`config.mk`:
```
export PLATFORM = sky130hd
export DESIGN_NAME = block_mean_calculator
export DESIGN_NICKNAME = d
export VERILOG_FILES = /design/src/rtl/lcplc_pkg.sv /design/src/rtl/axis_output_register.sv /design/src/rtl/block_mean_calculator.sv
export SDC_FILE = /design/constraint.sdc
export NUM_CORES = 1
export LEC_CHECK = 0
export BUFFER_PORTS_ARGS = -buffer_cell sky130_fd_sc_hd__buf_4
export CORE_UTILIZATION = 50
export CTS_CLUSTER_DIAMETER = 40
export CTS_CLUSTER_SIZE = 25
export DETAILED_ROUTE_END_ITERATION = 12
export HOLD_SLACK_MARGIN = 0.03
export PLACE_DENSITY = 0.69
export SLEW_MARGIN = 5
export SYNTH_ARGS = -nofsm -noshare
export SYNTH_HDL_FRONTEND = slang
export SYNTH_HIERARCHICAL = 1
export SYNTH_SLANG_ARGS = --single-unit
```
`constraint.sdc`:
```
create_clock -name clk -period 7.18 [get_ports clk]
set_input_delay 2.154 -clock clk [delete_from_list [all_inputs] [get_ports clk]]
set_output_delay 2.154 -clock clk [all_outputs]
set_load 0.02 [all_outputs]
```
`src/rtl/lcplc_pkg.sv`:
```
// Shared types and helpers for the LCPLC predictor datapath: the output register
// state encoding and the block-mean accumulator sizing/rounding helpers.
package lcplc_pkg;

   typedef enum logic {
      OUT_EMPTY = 1'b0,
      OUT_FULL  = 1'b1
   } out_state_t;

   // Accumulator holds up to 2^block_size_log full-scale samples without overflow.
   function automatic int unsigned acc_width(input int unsigned data_width,
                                             input int unsigned block_size_log);
      return data_width + block_size_log;
   endfunction

   // Half an LSB of the mean, added before the shift to round to nearest.
   function automatic int unsigned round_const(input int unsigned block_size_log);
      return 32'd1 << (block_size_log - 1);
   endfunction

endpackage

```
`src/rtl/axis_output_register.sv`:
```
// One-entry valid/ready holding register; a load while the held entry is being
// handshaken replaces it in the same cycle.
module axis_output_register
   import lcplc_pkg::*;
#(
   parameter int DATA_WIDTH = 16
) (
   input  logic                  clk,
   input  logic                  rst,
   input  logic                  load,
   input  logic [DATA_WIDTH-1:0] load_data,
   input  logic                  output_ready,
   output logic                  output_valid,
   output logic [DATA_WIDTH-1:0] output_data,
   output out_state_t            state
);

   out_state_t state_next;

   always_ff @(posedge clk) begin
      if (rst) begin
         state       <= OUT_EMPTY;
         output_data <= '0;
      end else begin
         state <= state_next;
         if (load) begin
            output_data <= load_data;
         end
      end
   end

   always_comb begin
      state_next   = state;
      output_valid = 1'b0;
      case (state)
         OUT_EMPTY: begin
            if (load) begin
               state_next = OUT_FULL;
            end
         end
         OUT_FULL: begin
            output_valid = 1'b1;
            if (output_ready && !load) begin
               state_next = OUT_EMPTY;
            end
         end
         default: state_next = OUT_EMPTY;
      endcase
   end

endmodule

```
`src/rtl/block_mean_calculator.sv`:
```
// Streams unsigned samples, sums each block of 2^BLOCK_SIZE_LOG of them and emits
// the rounded block mean through a one-entry output register.
module block_mean_calculator
   import lcplc_pkg::*;
#(
   parameter int DATA_WIDTH     = 16,
   parameter int BLOCK_SIZE_LOG = 8
) (
   input  logic                  clk,
   input  logic                  rst,
   input  logic                  input_valid,
   output logic                  input_ready,
   input  logic [DATA_WIDTH-1:0] input_data,
   output logic                  output_valid,
   input  logic                  output_ready,
   output logic [DATA_WIDTH-1:0] output_data
);

   localparam int unsigned ACC_W = acc_width(DATA_WIDTH, BLOCK_SIZE_LOG);
   localparam logic [ACC_W:0] ROUND = (ACC_W + 1)'(round_const(BLOCK_SIZE_LOG));

   logic [ACC_W-1:0]          acc;
   logic [BLOCK_SIZE_LOG-1:0] count;
   logic                      last;
   logic                      accept;
   logic                      load;
   logic [ACC_W:0]            sum;
   logic [DATA_WIDTH-1:0]     mean;
   logic                      unused_sum_bits;
   out_state_t                out_state;

   assign last = (count == {BLOCK_SIZE_LOG{1'b1}});

   // Only the closing sample of a block stalls, and only while the previous mean
   // is still pending with no handshake this cycle.
   assign input_ready = !rst && !(output_valid && !output_ready && last);
   assign accept      = input_valid && input_ready;
   assign load        = accept && last;

   assign sum  = {1'b0, acc} + {{(BLOCK_SIZE_LOG + 1){1'b0}}, input_data} + ROUND;
   assign mean = sum[BLOCK_SIZE_LOG +: DATA_WIDTH];

   // The extra sum bit never reaches the mean: the largest rounded total stays
   // below 2^ACC_W, so the all-ones block still maps to the all-ones mean.
   assign unused_sum_bits = ^{sum[ACC_W], sum[BLOCK_SIZE_LOG-1:0]};

   always_ff @(posedge clk) begin
      if (rst) begin
         acc   <= '0;
         count <= '0;
      end else if (accept) begin
         count <= count + 1'b1;
         if (last) begin
            acc <= '0;
         end else begin
            acc <= acc + {{BLOCK_SIZE_LOG{1'b0}}, input_data};
         end
      end
   end

   axis_output_register #(
      .DATA_WIDTH(DATA_WIDTH)
   ) u_out_reg (
      .clk         (clk),
      .rst         (rst),
      .load        (load),
      .load_data   (mean),
      .output_ready(output_ready),
      .output_valid(output_valid),
      .output_data (output_data),
      .state       (out_state)
   );

endmodule

```
==> summary.txt <==
Status
  • Status: finished, final reports clean

Placed design
  • Pre-CTS setup slack: around 2.1 ns
  • Port Buffer Count: 37
  • Routability cong.: around 0.85
  • DP Wirelength: 5.91 mm
  • Post-placement cell area: around 0.004 mm²

Floorplanning
  • Core ar.: between 0.006 and 0.007 mm²
  • Die Span X: 88.0 µm
  • Die height: between 80 and 90 µm
  • Die area: 0.00774 mm²
  • I/O pins: 38
  • Starting Density: a little over half
  • Rows: 30

Global route
  • First-pass GRT wire length: 13.0 mm
  • Met1 global-route usage: ~28%
  • M3 GR Usage: 4.43%
  • Remaining global-route overflow: 0
  • Met2 Use GR: 37.5%
  • Number of global-route vias before repair: 2,897
  • Pin count of the biggest net entering global routing: 41
  • Busiest layer in global routing: met2
  • Initial antenna violation count: 0
  • Total global-route track usage: 21.7%

STA
  • Tmin final: 5.10 ns
  • Worst-margin pin slew: just over 1 ns
  • Final Hold Fails: 0
  • Setup repair after global routing missed its margin: false
  • Final setup fails: 0
  • Setup ws final: 2.08 ns
  • Slew headroom: a little under a third
  • Fin. max-slew vios: 0
  • Worst Skew: roughly 0.007 ns
  • Highest Clock Rate: a little under 0.2 GHz
  • Setup TNS: 0 ns
  • Final Cycle Share: between 70% and 80%

Synthesis
  • Synth warnings: 6
  • Net count after synthesis: 492
  • Post-Syn Area: approximately 0.0037 mm²
  • Cells after synthesis: between 400 and 500
  • Syn_area_per_cell: between 8 and 9 µm²

Setup path
  • Crit-path leading delay family: simple AND/OR/NAND/NOR gates
  • Startpoint types: input pin
  • Critical path fanouts, max: 4
  • CP required: around 5.0 ns
  • CP most frequent cell: buf_4
  • Endpoint class of the critical path: primary output
  • CP arrival: about 2.9 ns
  • Worst path slowest cell: nor3_1
  • WS Path Type: input pin to primary output
  • Buffers plus inverters on the worst setup path: 2
  • Crit-path max cell delay: 0.25 ns
  • CP cell instances: buf_4, nand2b_1, nor3_1, nor2_1, buf_4

Layout
  • Final antenna diode count: 0
  • Final non-filler cell area: around 0.0042 mm²
  • Area grow syn2layout: 12.9%
  • Nets@finish: 525
  • Commonest non-fill, non-tap cell in the layout: dfxtp_1
  • Layout cells sized above 1: 11.7%
  • Most frequent cells in the layout: dfxtp_1, nor2_1, buf_4

Worst hold path
  • Hold Crit Class: flop to flop

Clock network
  • Cell chosen for the clock root: clkbuf_8
  • Worst skew pair latency: 0.31 ns
  • CTS Buf Count: 5
  • Hold buffer count at cts: 0
  • Post-CTS Setup Bufs: 0
  • Clock Pin Slew Worst Setup and Hold Paths: approximately 0.09 ns
  • CTS tree: done
  • CTS HTree Levels: 2
  • CTS Sinks: 49
  • Clock Path Buffers: 2
  • Post_cts resized: 0

Pwr
  • Static Leakage: 0.00174 µW
  • Worst vdd ir: ~130 µV
  • Pwr dens: approximately 190 mW/mm²

Route
  • Pre-antenna DRT Iters: 4
  • Wire per inst: 14.2 µm
  • Post-DRT Antenna Nets: 0
  • DR iter-0 viols: around 140
  • WL final: 7.90 mm
  • Vias per cell: ~5.5
  • Detailed-route via count: approximately 3,000
  • DRC Markers: 0

Flow run
  • Max-cap viol count: 0
## routing by layer
| metal | share of wire, % | routed length [µm] |
|---|---|---|
| met1 | 49 | 3860 |
| met2 | 48 | 3770 |
| met3 | 2.7 | 214 |
| met4 | 0.67 | 53 |
| met5 | 0 | 0 |
## cell type report
type	instances	area [µm²]
clock buffers	5	68.8
clock inverters	3	68.8
fillers	651	2810
inverters	28	105
multi-input cells	337	2530
flip-flops and latches	49	981
well taps	96	120
repair buffers	39	293
## metrics by stage
step / instances / total power (µW) / utilization, % / hold WS [ns]
after CTS: 557 / 787 / 59.7 / 0.473
after global routing: 557 / 828 / 59.7 / 0.508
after detailed placement: 549 / 543 / 57.8 / 0.459
final: 557 / 779 / 59.7 / 0.468
after global placement: 549 / 537 / 57.8 / 0.443
after floorplan: 427 / 489 / - / 0.436
## power breakdown
group          switching [µW]  internal, µW  leakage [µW]
clock                     101           140     0.0000687
sequential               11.1           283      0.000397
combinational             137           106       0.00127
## state kept, by name, summed over array words and instances (netlist names)
register and flops:
u_out_reg/state 1, acc 24, u_out_reg/output_data 16, count 8
## worst paths after layout
kind,from,to,slack [ns],cells after the start
max,output_ready,input_ready,2.08,5
min reg2reg,acc[0],acc[0],0.47,2
max reg2reg,acc[4],u_out_reg/output_data[9],4.01,11
min,acc[0],acc[0],0.47,2
## worst reg2reg max path, cell delays in order, from the launching register on
cell,delay [ns]
dfxtp_1,0.41
ha_1,0.20
inv_1,0.05
fa_1,0.52
nor2_1,0.06
o211a_1,0.17
o311ai_0,0.73
a21boi_1,0.25
o31ai_1,0.34
a21oi_1,0.13
mux2i_1,0.14
nor2_1,0.06
Power figures use the tool's default switching activity.
